`src/rtl/oric_ram_sched.sv`:
```
// rtl/oric_ram_sched.sv - main-RAM port scheduler: clear sweep, CPU bus, loader FIFO (option: ORIC_RAM_PATTERN_EN)
module oric_ram_sched #(
   parameter int         AW       = 16,
   parameter logic [7:0] FILL     = 8'hFF,
   parameter int         LD_DEPTH = 2
) (
   input  logic          clk_sys,
   input  logic          RESET,
   input  logic          clr_req,
   input  logic          cpu_cs,
   input  logic          cpu_we,
   input  logic [AW-1:0] cpu_ad,
   input  logic [7:0]    cpu_d,
   output logic [7:0]    cpu_q,
   input  logic          ld_wr,
   input  logic [AW-1:0] ld_addr,
   input  logic [7:0]    ld_dout,
   output logic          ld_full,
   output logic          ld_ovf,
   output logic [AW-1:0] ram_addr,
   output logic [7:0]    ram_din,
   output logic          ram_we,
   input  logic [7:0]    ram_q,
   output logic          clearing,
   output logic          clr_done
);

   localparam int          PW          = $clog2(LD_DEPTH);
   localparam logic [PW:0] LD_FULL_CNT = (PW+1)'(LD_DEPTH);

   typedef enum logic {
      S_CLEAR = 1'b0,
      S_RUN   = 1'b1
   } state_t;

   state_t        state;
   state_t        state_nxt;

   // Sweep counter carries one extra bit; it sets when the last location is written.
   logic [AW:0]   sweep_cnt;
   logic [AW:0]   sweep_inc;
   logic          sweep_last;
   logic [7:0]    sweep_byte;
   logic [7:0]    cpu_q_init;

   // Loader posted-write FIFO, entries are {address, data}.
   logic [AW+7:0] ld_mem [LD_DEPTH];
   logic [PW-1:0] ld_wp;
   logic [PW-1:0] ld_rp;
   logic [PW:0]   ld_count;
   logic [PW:0]   ld_count_nxt;
   logic [AW+7:0] ld_head;
   logic          ld_empty;
   logic          ld_pop;
   logic          ld_push;

   // One-cycle delayed marker of a CPU read slot, aligns with BRAM latency.
   logic          cpu_rd_slot;
   logic          rd_slot_d;

   assign sweep_inc  = sweep_cnt + (AW+1)'(1);
   assign sweep_last = sweep_inc[AW];

`ifdef ORIC_RAM_PATTERN_EN
   // Power-on stripes of the real machine: 128-byte bands, inverted in the upper half.
   assign sweep_byte = (sweep_cnt[7] ? 8'hFF : 8'h00) ^ {8{sweep_cnt[AW-1]}};
   assign cpu_q_init = 8'h00;
`else
   assign sweep_byte = FILL;
   assign cpu_q_init = FILL;
`endif

   assign ld_head  = ld_mem[ld_rp];
   assign ld_empty = (ld_count == '0);
   // A full FIFO still accepts a byte when the head leaves in the same cycle.
   assign ld_push  = ld_wr && ((ld_count != LD_FULL_CNT) || ld_pop);

   // State register.
   always_ff @(posedge clk_sys) begin
      if (RESET) begin
         state <= S_CLEAR;
      end else begin
         state <= state_nxt;
      end
   end

   // Next state: sweep ends on its last write unless restarted; clr_req re-enters CLEAR.
   always_comb begin
      state_nxt = state;
      case (state)
         S_CLEAR: begin
            if (!clr_req && sweep_last) begin
               state_nxt = S_RUN;
            end
         end
         S_RUN: begin
            if (clr_req) begin
               state_nxt = S_CLEAR;
            end
         end
         default: state_nxt = S_CLEAR;
      endcase
   end

   // RAM port arbitration: sweep owns the port in CLEAR, CPU beats loader in RUN.
   always_comb begin
      ram_addr    = cpu_ad;
      ram_din     = cpu_d;
      ram_we      = 1'b0;
      ld_pop      = 1'b0;
      cpu_rd_slot = 1'b0;
      case (state)
         S_CLEAR: begin
            ram_addr = sweep_cnt[AW-1:0];
            ram_din  = sweep_byte;
            ram_we   = 1'b1;
         end
         S_RUN: begin
            if (cpu_cs) begin
               ram_we      = cpu_we;
               cpu_rd_slot = !cpu_we;
            end else if (!ld_empty) begin
               ram_addr = ld_head[AW+7:8];
               ram_din  = ld_head[7:0];
               ram_we   = 1'b1;
               ld_pop   = 1'b1;
            end
         end
         default: begin
            ram_we = 1'b0;
         end
      endcase
   end

   // Sweep counter: advances in CLEAR, restarts on clr_req, parked at zero in RUN.
   always_ff @(posedge clk_sys) begin
      if (RESET) begin
         sweep_cnt <= '0;
      end else if (state == S_CLEAR) begin
         if (clr_req) begin
            sweep_cnt <= '0;
         end else begin
            sweep_cnt <= sweep_inc;
         end
      end else begin
         sweep_cnt <= '0;
      end
   end

   // Sweep status flags, registered so clr_done and the clearing drop share a cycle.
   always_ff @(posedge clk_sys) begin
      if (RESET) begin
         clearing <= 1'b1;
         clr_done <= 1'b0;
      end else begin
         clearing <= (state_nxt == S_CLEAR);
         clr_done <= (state == S_CLEAR) && (state_nxt == S_RUN);
      end
   end

   // FIFO storage; contents need no reset because the pointers define validity.
   always_ff @(posedge clk_sys) begin
      if (ld_push) begin
         ld_mem[ld_wp] <= {ld_addr, ld_dout};
      end
   end

   // Occupancy after this cycle's push and pop.
   always_comb begin
      ld_count_nxt = ld_count;
      if (ld_push && !ld_pop) begin
         ld_count_nxt = ld_count + (PW+1)'(1);
      end else if (!ld_push && ld_pop) begin
         ld_count_nxt = ld_count - (PW+1)'(1);
      end
   end

   // FIFO pointers, full flag and sticky overflow; only RESET flushes them.
   always_ff @(posedge clk_sys) begin
      if (RESET) begin
         ld_wp    <= '0;
         ld_rp    <= '0;
         ld_count <= '0;
         ld_full  <= 1'b0;
         ld_ovf   <= 1'b0;
      end else begin
         if (ld_push) begin
            ld_wp <= ld_wp + PW'(1);
         end
         if (ld_pop) begin
            ld_rp <= ld_rp + PW'(1);
         end
         ld_count <= ld_count_nxt;
         ld_full  <= (ld_count_nxt == LD_FULL_CNT);
         if (ld_wr && !ld_push) begin
            ld_ovf <= 1'b1;
         end
      end
   end

   // CPU read data: capture BRAM output one cycle after a read slot, hold otherwise.
   always_ff @(posedge clk_sys) begin
      if (RESET) begin
         rd_slot_d <= 1'b0;
         cpu_q     <= cpu_q_init;
      end else begin
         rd_slot_d <= cpu_rd_slot;
         if (rd_slot_d) begin
            cpu_q <= ram_q;
         end
      end
   end

endmodule

```
`config.mk`:
```
export PLATFORM = sky130hd
export DESIGN_NAME = oric_ram_sched
export DESIGN_NICKNAME = d
export VERILOG_FILES = /design/src/rtl/oric_ram_sched.sv
export SDC_FILE = /design/constraint.sdc
export NUM_CORES = 1
export LEC_CHECK = 0
export ABC_AREA = 0
export BUFFER_PORTS_ARGS = -buffer_cell sky130_fd_sc_hd__buf_2
export CAP_MARGIN = 20
export CORE_UTILIZATION = 56
export DETAILED_ROUTE_END_ITERATION = 8
export GPL_TIMING_DRIVEN = 0
export PLACE_DENSITY_LB_ADDON = 0.3
export SLEW_MARGIN = 0
export SYNTH_ARGS = -nofsm -noshare
export SYNTH_HDL_FRONTEND = slang
export SYNTH_SLANG_ARGS = --single-unit
```
`constraint.sdc`:
```
create_clock -name clk_sys -period 6.29 [get_ports clk_sys]
set_input_delay 0.9435 -clock clk_sys [delete_from_list [all_inputs] [get_ports clk_sys]]
set_output_delay 0.9435 -clock clk_sys [all_outputs]
set_load 0.01 [all_outputs]
```
-- Yosys cells after proc, flatten, opt, wreduce, memory -nomap -nowiden
Memories as Yosys holds them, arrays and structs flattened. A register that Yosys moved wholly into a read port is not among the register bits.
Index checks and enable logic that the tools add are counted.
W data, S select, Z words.
- bits in registers: 35
- RAM bits: 48
- input bits: 62
- logic and storage cells: 56
- memories: 1
- memories (name ; depth ; width ; read ports ; clocked after Yosys merged registers in ; wr ports ; line ; source):
    ld_mem ; 2 ; 24 ; 1 ; 1 ; 1 ; 47 ; logic [AW+7:0] ld_mem [LD_DEPTH];
- add/subtract/negate cells: 5
- equality and inequality tests: 2
- mux-type cells: 20
- bitwise gates (word level): 3
- reduce and logical (&&, ||, !) cells: 14
- operators by type and width (kind ; number):
    $mux W16 ; 2
    $pmux W16 S2 ; 1
    $add A17 B1 Y17 const B ; 1
    $mux W8 ; 2
    $pmux W8 S2 ; 1
    $mux W1 ; 10
    $logic_and A1 B1 Y1 ; 6
    $reduce_or A3 Y1 ; 2
    $logic_not A1 Y1 ; 4
    $mux W2 ; 2
    $pmux W1 S2 ; 2
    $not A1 Y1 ; 3
    $add A1 B1 Y1 const B ; 2
    $add A2 B1 Y2 const B ; 1
    $eq A2 B2 Y1 const B ; 1
    $logic_not A2 Y1 ; 1
    $ne A2 B2 Y1 const B ; 1
    $sub A2 B1 Y2 const B ; 1
    $logic_or A1 B1 Y1 ; 1

-- Depth between registers and ports, before layout
Gate-level depths: netlist of run 1.
- depth after elaboration: 11
- gate-level depth with buffers: 8

-- Worst setup path after synthesis of run 1
No wires, ideal clock.
- kind: in2reg
- start: input port cpu_cs
- end: memory ld_mem[0][0] in the netlist's numbering, enable pin
- library setup time: 405 ps
- arrival: 2702 ps
- data required time: 5885 ps
- slack: 3183 ps
- cell stages on the path: 4
- buffers on the path: 1
- cell sequence: or3b_1 -> buf_2 -> a21bo_2 -> nor2_1
- cells in the longest elaborated chain, start to end: 6
- RTL lines (what ; line ; source):
    from (decl) ; 10 ; input logic cpu_cs,
    $mux W1 ; 119 ; if (cpu_cs) begin
    $mux W1 ; 112 ; case (state)
    $logic_or A1 B1 Y1 ; 76 ; assign ld_push = ld_wr && ((ld_count != LD_FULL_CNT) || ld_pop);
    $logic_and A1 B1 Y1 ; 76 ;
    $mux W1 ; 163 ; if (ld_push) begin
    $mux W1 (implied by the code) ; 164 ; ld_mem[ld_wp] <= {ld_addr, ld_dout};
    to (decl) ; 47 ;
Every way passes these cells.

-- Worst setup path in the final report of run 1
- start: input port cpu_cs
- end: output port ram_din[6]
- cells in the longest elaborated chain, start to end: 2
- RTL lines (what ; line ; source):
    $mux W8 ; 119 ;
    $pmux W8 S2 ; 112 ;
    to (decl) ; 21 ; output logic [7:0] ram_din,
Every way passes these cells.

==> results of run 1 <==
[routing by layer]
layer  share of wire (%)  track usage, %  up-vias
met5                   0               0        -
met4                 2.4           11.05        0
met3                 6.3           6.484       18
met2                  50           42.31      100
met1                  41           29.39     1264
li1                    -               -     1345
[cells in the final DEF, fill, tap and decap left out, types with 2 or more instances in the layout]
master / n
sky130_fd_sc_hd__a211o_1: 8
sky130_fd_sc_hd__a21oi_1: 2
sky130_fd_sc_hd__and2_1: 5
sky130_fd_sc_hd__and3_1: 2
sky130_fd_sc_hd__and4_1: 2
sky130_fd_sc_hd__buf_16: 2
sky130_fd_sc_hd__buf_2: 101
sky130_fd_sc_hd__bufinv_16: 2
sky130_fd_sc_hd__clkbuf_1: 13
sky130_fd_sc_hd__clkbuf_8: 9
sky130_fd_sc_hd__dfxtp_1: 36
sky130_fd_sc_hd__edfxtp_1: 48
sky130_fd_sc_hd__ha_1: 3
sky130_fd_sc_hd__inv_1: 12
sky130_fd_sc_hd__inv_8: 2
sky130_fd_sc_hd__mux2_2: 8
sky130_fd_sc_hd__mux2i_1: 25
sky130_fd_sc_hd__nand2_1: 28
sky130_fd_sc_hd__nand3_1: 10
sky130_fd_sc_hd__nand4_1: 4
sky130_fd_sc_hd__nor2_1: 20
sky130_fd_sc_hd__nor2_2: 2
sky130_fd_sc_hd__nor2b_1: 9
sky130_fd_sc_hd__nor3_1: 3
sky130_fd_sc_hd__nor4_1: 3
sky130_fd_sc_hd__o211ai_1: 16
sky130_fd_sc_hd__o21ai_0: 19
sky130_fd_sc_hd__or2_2: 2
sky130_fd_sc_hd__or3_1: 3
sky130_fd_sc_hd__xnor2_1: 14
sky130_fd_sc_hd__xor2_1: 2
[power by group]
group	switching [µW]	internal [µW]
combinational	59.2	41.6
sequential	8.24	611
clock	204	231
total	271	884
[worst register-to-register path, delay by kind of cell (launching register included)]
kind,cells,cell delay [ns]
buffers and inverters,3,0.48
adders and majority gates,1,0.22
and+or+nand+nor,2,0.88
DFF,1,0.36
AOI/OAI and AO/OA,1,0.26
[stage by stage]
stage | worst slack (ns) | utilization [%]
6_report | 2.899 | 74.11
5_1_grt | 2.751 | 74.11
4_1_cts | 2.884 | 74.11
3_5_place_dp | 2.890 | 70.29
3_3_place_gp | 2.512 | 69.30
2_1_floorplan | 3.183 | -
[area by class of cell]
class	instances	area share, %
plain buffers	18	1.616
clock buffers	9	2.758
clock inverters	7	2.396
well taps	75	2.089
inverters	12	1.003
repair buffers	99	12.03
flip-flops and latches	84	48.13
multi-input cells	199	29.97
[how the worst max path moves through the flow]
stage	end	depth (start not counted)
2_1_floorplan	ld_mem[0][0]$_DFFE_PP_	4
4_1_cts	ram_din[6]	8
5_1_grt	ram_din[6]	8
3_5_place_dp	ram_din[6]	8
6_report	ram_din[6]	8
3_3_place_gp	ld_mem[0][12]$_DFFE_PP_	5
[sequential cells by signal (all words and copies together), names as in the netlist, named ones only]
register / count
ld_full: 1
rd_slot_d: 1
cpu_q: 8
clr_done: 1
state: 1
ld_ovf: 1
ld_count: 2
ld_mem: 48
clearing: 1
sweep_cnt: 17
ld_rp: 1
ld_wp: 1
[kinds of logic after synthesis]
group	count (synthesis)
buffers and inverters	30
muxes	33
xor gates and xnor gates	16
adders and majority gates	3
and+or+nand+nor	96
AOI/OAI and AO/OA	51
DFF	84
==> results.txt, run 1 <==
The run finished with clean final reports. Summing all multi-input logic gate instances after layout gives 1346 µm². Headroom to the max-slew limit came out at between 50% and 60%. The overall power after layout is ~1200 µW. The wire length of the first global-routing pass came out at 12,100 µm. The post-route DRC violation count is 0. The arithmetic-cell share of the synthesized area counting full adders, half adders and majority gates came out at roughly 1.0%. The cell type group with the largest total delay on the critical path is buffers and inverters. For the worst setup path, the data arrival time is between 2 and 2.5 ns. The aggregate global routing overflow came out at 0. In this run the remaining antenna-violating nets after routing total 0. The final-layout worst hold slack is around 0.47 ns.

The signal on the critical path passes through buf_2, or2_2, clkbuf_1, clkbuf_1, buf_2, nand2_1, o211ai_1, buf_2. Summing every instance area after synthesis gives about 3600 µm². After detailed placement, the total cell area comes to 4260 µm². The share of Yosys cell area claimed by the top area cell type came out at between 30% and 40%. The simple-gate portion of the synthesized area came out at 13.06%. The pre-antenna-repair detailed-routing pass consisted of 4 iterations. The worst supply voltage drop on vdd is ~0.19 mV. The setup skew after layout is around 0.0060 ns. The antenna diode count is 0.

The count of endpoints failing setup in the final report came out at 0. The routed length per placed instance came out at around 15 µm. The endpoint identified for the worst register-to-register timing path is ld_mem[0][19]$_DFFE_PP_. The gate count after technology mapping is about 310. For this run, the number of Yosys warnings is 0. The initial core utilization is approximately 60%. In this run the mean area of a mapped cell was approximately 12 µm².

The total power divided by cell area is 257.2 nW/µm². The total clock buffers created by CTS is 9. The number of register bits inferred by synthesis is 84. The number of core rows is 28. The average via count per standard cell is around 5.4. After the first detailed-routing iteration, the DRC count stood at 154. The clock transition time at the flip-flop clock pins of the worst setup and hold paths is approximately 0.090 ns. The minimum period implied by the final worst setup slack is around 3.4 ns. The area added between synthesis and finish is 24.05%. The launch point of the worst hold path is ld_ovf$_SDFFE_PP0P_.

The worst hold path belongs to the class flip-flop to flip-flop. The total number of clock tree sinks is between 80 and 90. The worst setup path is launched from an input pin. The final route contains 2,727 vias.

The worst setup path is captured at an output pin. STA puts the critical path data required time at about 5.4 ns. Adding up every negative setup slack in the final design gives 0 ns. The total track usage came out at approximately 25%.

The most critical setup path has its startpoint at cpu_cs. The final design instance area without fill is 4492 µm². Across all register-to-register paths, the minimum setup slack is ~3.8 ns. The clock latency on the worst-skew pair is between 0.3 and 0.4 ns. Of all nets on the critical path, the largest fanout is 10.

For this design the static power due to leakage is approximately 0.0017 µW. After the last flow step, the layout net total stands at a little under 500. In this run the post-CTS setup repair buffer count came out at 0.

The total of fill cells in the finished design came out at between 400 and 500. The net count after synthesis is 378. On the critical path, the stage with the largest delay is an instance of sky130_fd_sc_hd__clkbuf_1.

The worst stage delay on the critical path came out at roughly 0.43 ns. The height of the chip is around 80 µm. The sequential cell area fraction in the yosys report is 59.71%.

The worst register-to-register path begins at ld_count[0]$_SDFF_PP0_. The share of synthesized area spent on multiplexers came out at under 10%. The max-capacitance violation count is 0.

The x dimension of the die is between 80 and 90 µm. The number of hold violations in the final report is 0. The finished layout holds ~500 standard cells, fillers aside. The transition time at the pin with the least slew margin came out at 0.6462 ns.

Sorting the synthesized cells by how often they occur yields sky130_fd_sc_hd__edfxtp_1, sky130_fd_sc_hd__dfxtp_1, sky130_fd_sc_hd__nand2_1. The via count of the first global-routing pass came out at about 2,600. By area, the combinational part of the netlist is dominated by simple AND/OR/NAND/NOR gates. The sum of routed wire length over all layers came out at between 7000 and 8000 µm. The number of pins exceeding their max-slew limit in the final report came out at 0. The cell sitting at the root of the clock tree is a sky130_fd_sc_hd__clkbuf_8. The initial antenna violation count is 0. The xor-xnor portion of the synthesized cell area is 3.870%. The number of distinct library cell variants in the gate-level netlist after synthesis is 36. Setup repair after global routing left no endpoint under its margin. The compound-gate portion of the synthesized area is 9.675%. The total instance count after detailed placement is about 490.

The synthesized design spends more area on one cell type than any other, namely sky130_fd_sc_hd__edfxtp_1. The largest net degree at the start of global routing came out at 17. By area the synthesized netlist is led by sky130_fd_sc_hd__edfxtp_1, sky130_fd_sc_hd__dfxtp_1, sky130_fd_sc_hd__mux2i_1, sky130_fd_sc_hd__xnor2_1, sky130_fd_sc_hd__o211ai_1. The critical path is of the input pin to output pin type. The count of flip-flops with a built-in enable after synthesis came out at 48. The area enclosed by the die boundary came out at slightly below 7000 µm². The fraction of layout instances using a drive strength above 1 is a little under a third.

The count of buffers inserted at the top-level ports came out at 97. At the end of routability-driven placement, the weighted congestion stood at roughly 0.91. The worst hold path terminates at ld_ovf$_SDFFE_PP0P_.

The number of cells on the worst reg-to-reg path is 7. In the synthesized netlist the async set-or-reset flop fraction comes to 0%. The depth of the CTS H-tree is 3.

The number of cells upsized or downsized after cts is 0. The maximum buffer depth of the clock tree is 2. Timing would allow up to approximately 0.3 GHz. The area of all sequential standard cells came out at 2162 µm². The number of stages on the worst hold path is 2. Among all cell types in the netlist, the one instantiated most often is sky130_fd_sc_hd__edfxtp_1. The cell that appears most often on the critical path is sky130_fd_sc_hd__buf_2. The critical path buffer and inverter count is 5. The boundary pin count came out at 99. The final HPWL from detailed placement came out at 5637 µm.

The most used flip-flop cell after synthesis is sky130_fd_sc_hd__edfxtp_1. The share of the clock period used by the worst path is 53.92%. The area of the core region is 6061 µm². TritonCTS built the clock tree. In this run, post-CTS hold repair placed 0 buffers.
Power figures use the tool's default switching activity.
==> run 2: changes to the inputs <==
- CORE_UTILIZATION: 56 -> 52
- clock period: 6.29 -> 3.3 ns (I/O delays scaled with it)
==> run 2 against run 1 <==
Net effect:
- global-route usage decreased by 3.2 points
- sequential cell count unchanged
- clock skew up 0.0071 ns
- final area down 1.1%
- clock power increased by 66%
- final cell count grew 0.99%
- worst hold slack worse by 0.15 ns
- wire length fell by 4.6%
- register-to-register slack lost 3.0 ns
- combinational power up 79%
- critical endpoint is now ram_addr[14]
==> results.txt, run 2 (synthesis results as in run 1) <==
The routability-driven placement congestion ratio is approximately 0.84. Dividing the final minimum period by the clock period gives between 80 and 90%. Adding up every negative setup slack in the final design gives 0 ns. The achievable clock frequency is around 0.35 GHz. The maximum buffer depth of the clock tree came out at 2. The count of endpoints failing setup in the final report is 0. The detailed router placed roughly 2,700 vias in this run. The signal on the critical path passes through inv_1, ha_1, or2_2, clkbuf_1, clkbuf_1, nand2_1, o21ai_0, mux2_2, buf_2. In this run, placement finished with an instance count of 492.

The setup skew after layout is roughly 0.013 ns. The initial antenna violation count came to 0. The total track usage came out at 21.66%. Hold repair after CTS inserted 0 buffers. The critical path is of the flip-flop to output pin type. The average via count per standard cell came out at approximately 5.2.

The number of core rows is 30. The sort of element at the end of the critical path is an output pin. The H-tree was split into 3 levels. After floorplanning, the core was sized to cover ~6800 µm². The max-capacitance violation count came out at 0. between 90 and 100 I/O pins were placed.

The number of pins exceeding their max-slew limit in the final report is 0. The run finished with clean final reports. The count of buffers inserted at the top-level ports came out at a little under 100. The net total in the final layout is around 500. The largest net degree at the start of global routing came out at 16.

The number of hold violations in the final report is 0. Among cell families on the critical path, the largest total delay comes from buffers and inverters. The flip-flop count of the largest register after layout is between 40 and 50.

Leaving out fill and tap cells, the most frequent cells in the layout are sky130_fd_sc_hd__buf_2, sky130_fd_sc_hd__edfxtp_1, sky130_fd_sc_hd__dfxtp_1. The number of nets with antenna violations after detailed routing came out at 0. Setup repair after global routing left no endpoint under its margin.

met2 is the most crowded layer. The wire length of the first global-routing pass is 11,790 µm. The met1 track demand over resource is 26.83%. The die is 85.45 µm tall. The total of fill cells in the finished design came out at approximately 520. TritonCTS built the clock tree. Data on the critical path is required at its endpoint by 2.80 ns.

The worst hold path belongs to the class input pin to flip-flop. After detailed routing, the number of remaining DRC violations is 0. The clock transition time at the flip-flop clock pins of the worst setup and hold paths came out at 0.09 ns. The antenna diode count is 0. The largest single stage delay on the critical path is about 0.38 ns. The number of setup buffers added after CTS came out at 0. The critical path arrival came out at ~2.3 ns. The transition time at the pin with the least slew margin is just under 0.6 ns. The kind of launch point of the worst setup path is a flip-flop. The routed length per placed instance came out at around 14 µm. The x dimension of the die is 85.45 µm. The initial core utilization is between 50% and 60%. More flip-flops sit in one register than any other, and that register is ld_mem. The worst slew margin relative to its limit is around 60%. The critical path contains buffers and inverters numbering 4 combined. In the final layout, the registers with the most flip-flops are ld_mem (48), sweep_cnt (17), cpu_q (8).

For this block, the routed nets add up to 7329 µm of wire. The total number of clock tree sinks is 84. The largest individual stage delay along the critical path comes from the cell sky130_fd_sc_hd__dfxtp_1. The via count of the first global-routing pass came out at 2,504. The final HPWL from detailed placement came out at approximately 5500 µm. The worst supply voltage drop on vdd is ~0.32 mV. The first-pass iteration count of the detailed router is 4. The cell leakage power came out at around 0.0017 µW.

Clock tree synthesis selected as its root buffer the cell sky130_fd_sc_hd__clkbuf_8. The total placed instance area came out at 4242 µm². Power spread over the standard cell area amounts to between 400 and 500 nW/µm². The area enclosed by the die boundary is around 7300 µm². The total clock buffers created by CTS is 9.

The fraction of layout instances using a drive strength above 1 came out at between 30% and 40%. The minimum period implied by the final worst setup slack is 2.827 ns. The final design instance area without fill is between 4000 and 5000 µm². The final-layout worst hold slack came out at approximately 0.32 ns.

The clock latency on the worst-skew pair is between 0.3 and 0.4 ns. The biggest fanout along the worst timing path came out at 10. For this run the aggregate overflow at the end of global routing stands at 0. The library cell used most frequently in the layout, excluding fill and tap cells, is sky130_fd_sc_hd__buf_2. In the global route stage, met3 resource usage came out at under 10%. The most used cell along the critical path is sky130_fd_sc_hd__clkbuf_1. The number of cells upsized or downsized after cts came out at 0.

The met2 usage in global routing came out at 35.05%. The starting DRC count in detailed routing is ~130. The final standard cell count with taps included and fillers excluded is 508. The area added between synthesis and finish is 22.67%.
## run 2: path summary, 6_finish.rpt
check / from / to / slack (ns) / cells after the start
worst max-delay path: ld_count[1]$_SDFF_PP0_ / ram_addr[14] / 0.47 / 9
worst min-delay path: cpu_we / rd_slot_d$_SDFF_PP0_ / 0.32 / 2
worst max register to register: ld_count[1]$_SDFF_PP0_ / ld_mem[0][14]$_DFFE_PP_ / 0.82 / 7
worst min register to register: ld_ovf$_SDFFE_PP0P_ / ld_ovf$_SDFFE_PP0P_ / 0.47 / 2
## run 2: layer usage
layer,part of all wire (%),vias to the layer above
met5,0,-
met4,1.6,0
met3,5.6,8
met2,49,70
met1,44,1228
li1,-,1347
## run 2: where the power goes
| part | internal [µW] | leakage, µW | switching, µW |
|---|---|---|---|
| combinational | 72.1 | 0.000836 | 108 |
| sequential | 1170 | 0.000739 | 15.1 |
| clock | 356 | 0.0000971 | 368 |
## run 2: area by class of cell
cell class | instances | area, µm² | share of cell area, %
multi-input combinational | 199 | 1346 | 30.31
clock inverter | 6 | 72.57 | 1.634
timing repair buffer | 99 | 515.5 | 11.61
clock buffer | 10 | 127.6 | 2.873
tap | 80 | 100.1 | 2.254
sequential | 84 | 2162 | 48.68
inverter | 12 | 45.04 | 1.014
buffer | 18 | 72.57 | 1.634
## run 2: stage by stage
stage	util (%)	power, µW	setup slack, ns
after floorplan	-	1299	0.5332
after detailed placement	62.78	1386	0.8481
after CTS	65.74	2099	0.4455
final	65.74	2085	0.4734
after global placement	62.26	1371	-0.02708
after global routing	65.74	2167	0.2844
==> run 3: changes to the inputs <==
- CORE_MARGIN: unset -> 4
==> run 3 against run 2 <==
Net effect:
- clock power is 14% higher
- register-to-register slack better by 0.05 ns
- non-clock buffer count did not move
- global-route usage fell by 2.1 points
- via count up 1.8%
- sequential share of layout area fell by 0.52 points
==> results.txt, run 3 (synthesis results as in run 1) <==
The routability-driven placement congestion ratio came out at around 0.89. In this run the deepest clock path goes through 2 buffers. The number of hold buffers added after CTS came out at 0.

The worst setup path is launched from a flip-flop. The classification of the worst-slack hold path is input pin to flip-flop. The number of cells upsized or downsized after cts is 0. Clock skew on the completed layout was measured at about 0.01 ns. The x dimension of the die came out at 91.45 µm. The total clock buffers created by CTS is 9. The share of the clock period used by the worst path is 87.48%. Counting flops per register, the top entry is ld_mem.

The initial antenna violation count was 0. The data required time of the worst path came out at 2.80 ns. IR analysis of the VDD net gives a maximum drop of roughly 0.3 mV. For the pin with the worst max-slew slack, the measured transition is a little under 0.6 ns. The area enclosed by the die boundary came out at 8362 µm². The number of nets with antenna violations after detailed routing came out at 0.

For this run, the top clock speed supported by timing is roughly 0.35 GHz. The area of the core region is just under 7000 µm². The number of pins exceeding their max-slew limit in the final report is 0. The fraction of layout instances using a drive strength above 1 is ~31%. Buffers placed on the I/O ports in this run total 97.

The final standard cell count with taps included and fillers excluded came out at between 500 and 600. The final-layout worst hold slack came out at 0.3206 ns. The worst slew margin relative to its limit came out at about three fifths. The cell leakage power is roughly 0.0017 µW. Max-cap violations in this run came to 0. The antenna diode count came out at 0.

between 90 and 100 I/O pins were placed. The first detailed-routing pass ran for 4 iterations. The height of the chip is between 90 and 100 µm. The area of all sequential standard cells is ~2200 µm². The register with the most flip-flops in the layout has 48 of them. After detailed routing, the average wire length per cell comes to between 15 and 20 µm. The aggregate global routing overflow came out at 0. The wire length of the first global-routing pass is 12,750 µm.

The number of cells on the worst reg-to-reg path is 7. The total power divided by cell area came out at a little under 500 nW/µm². The initial core utilization came out at 53.30%. The number of hold violations in the final report came out at 0.

The largest net degree at the start of global routing came out at 17. The flop-to-flop setup slack came out at approximately 0.87 ns. The via count of the first global-routing pass is about 2,700.

The final HPWL from detailed placement is 5993 µm. The most frequent standard cell in the layout excluding fill and tap cells is sky130_fd_sc_hd__buf_2. The net total in the final layout is a little under 500.

STA classifies the critical path endpoint as an output pin. The CTS tree is yes. The biggest fanout along the worst timing path came out at 10.

The critical path arrival came out at between 2 and 2.5 ns. The final setup TNS is 0 ns. The post-route DRC violation count is 0. The count of endpoints failing setup in the final report came out at 0. The end of the critical path is ram_din[4].

After detailed placement, the design holds a cell count of 508. In the layout the commonest cells are sky130_fd_sc_hd__buf_2, sky130_fd_sc_hd__edfxtp_1, sky130_fd_sc_hd__dfxtp_1. For this run, the total global-route usage over all layers was measured as about a fifth. The critical path in this run is classified as flip-flop to output pin.

The area of the multi-input gates came out at about 1300 µm². Row generation in the floorplan step produced 30 rows. The average via count per standard cell came out at between 5 and 6. Buffers added to address setup during post-CTS repair amount to 0. In this run the clock root is driven by a sky130_fd_sc_hd__clkbuf_8. The flow ran to the end, and the final reports show no timing, DRC or antenna violations.

In this run the worst setup path begins at ld_count[1]$_SDFF_PP0_. In the final layout, the registers with the most flip-flops are ld_mem (48), sweep_cnt (17), cpu_q (8). The total of fill cells in the finished design came out at approximately 530.

Wires add up to just under 8000 µm. The clock latency on the worst-skew pair came out at 0.35 ns. The worst path needs around 2.9 ns of the cycle, external delays included. The overall power after layout is 2189 µW. The H-tree was split into 3 levels. The area added between synthesis and finish came out at 23.98%.

The worst register-to-register path ends at ld_mem[1][17]$_DFFE_PP_. The clock transition time at the flip-flop clock pins of the worst setup and hold paths is ~0.090 ns. The starting DRC count in detailed routing is around 110.

The total number of clock tree sinks came out at 84. Summing over every cut layer, the via total after detailed routing is 2,700. In this run the critical register-to-register path is launched from ld_count[1]$_SDFF_PP0_. Setup repair after global routing left no endpoint under its margin.
[run 3: cell count changes in the layout (fill, tap and decap cells not counted)]
cell	before	now
sky130_fd_sc_hd__bufinv_16	1	2
sky130_fd_sc_hd__inv_6	1	4
sky130_fd_sc_hd__clkinv_4	3	1
sky130_fd_sc_hd__clkinvlp_4	1	0
sky130_fd_sc_hd__clkbuf_1	14	13
[run 3: metrics by stage]
stage,utilization [%],setup WS [ns],cell area [µm²]
finish,66.08,0.4131,4489
global route,66.08,0.2076,4489
CTS,66.08,0.4002,4489
detailed placement,62.73,0.8047,4262
global placement,62.21,-0.02167,4227
floorplan,-,0.5332,3621
[run 3: where the power goes]
part           leakage (µW)  switching [µW]  total, µW  internal, µW
clock              0.000115             390        828           438
combinational      0.000836             107        180          72.2
sequential         0.000739            15.5       1180          1170
total               0.00169             513       2190          1680
[run 3: cell type report]
class,count,area share (%)
timing repair buffer,99,11.48
clock inverter,7,2.313
buffer,18,1.616
inverter,12,1.003
multi-input combinational,199,29.99
clock buffer,9,2.759
tap,96,2.676
sequential,84,48.16
[run 3: routing by layer]
metal	GRT usage [%]	vias up	wire [µm]
li1	-	1351	-
met2	34.69	73	4139
met5	0	-	0
met4	9.171	0	211
met1	21.95	1258	3160
met3	4.474	18	423
[run 3: worst max-delay path, cell delays in order, from the launching register on]
cell	delay, ns
sky130_fd_sc_hd__dfxtp_1	0.37
sky130_fd_sc_hd__inv_1	0.07
sky130_fd_sc_hd__ha_1	0.19
sky130_fd_sc_hd__or2_2	0.29
sky130_fd_sc_hd__clkbuf_1	0.15
sky130_fd_sc_hd__clkbuf_1	0.29
sky130_fd_sc_hd__buf_2	0.28
sky130_fd_sc_hd__o211ai_1	0.23
sky130_fd_sc_hd__buf_2	0.17
[run 3: how the worst min path moves through the flow]
stage                     slack (ns)                       to  depth (start not counted)               startpoint
after floorplan                 0.45  sweep_cnt[0]$_SDFF_PP0_                          1  sweep_cnt[0]$_SDFF_PP0_
after global placement          0.44      ld_ovf$_SDFFE_PP0P_                          2      ld_ovf$_SDFFE_PP0P_
after detailed placement        0.47      ld_ovf$_SDFFE_PP0P_                          2      ld_ovf$_SDFFE_PP0P_
after CTS                       0.31     rd_slot_d$_SDFF_PP0_                          2                   cpu_we
after global routing            0.31  ld_mem[1][12]$_DFFE_PP_                          1               ld_addr[4]
final                           0.32     rd_slot_d$_SDFF_PP0_                          2                   cpu_we
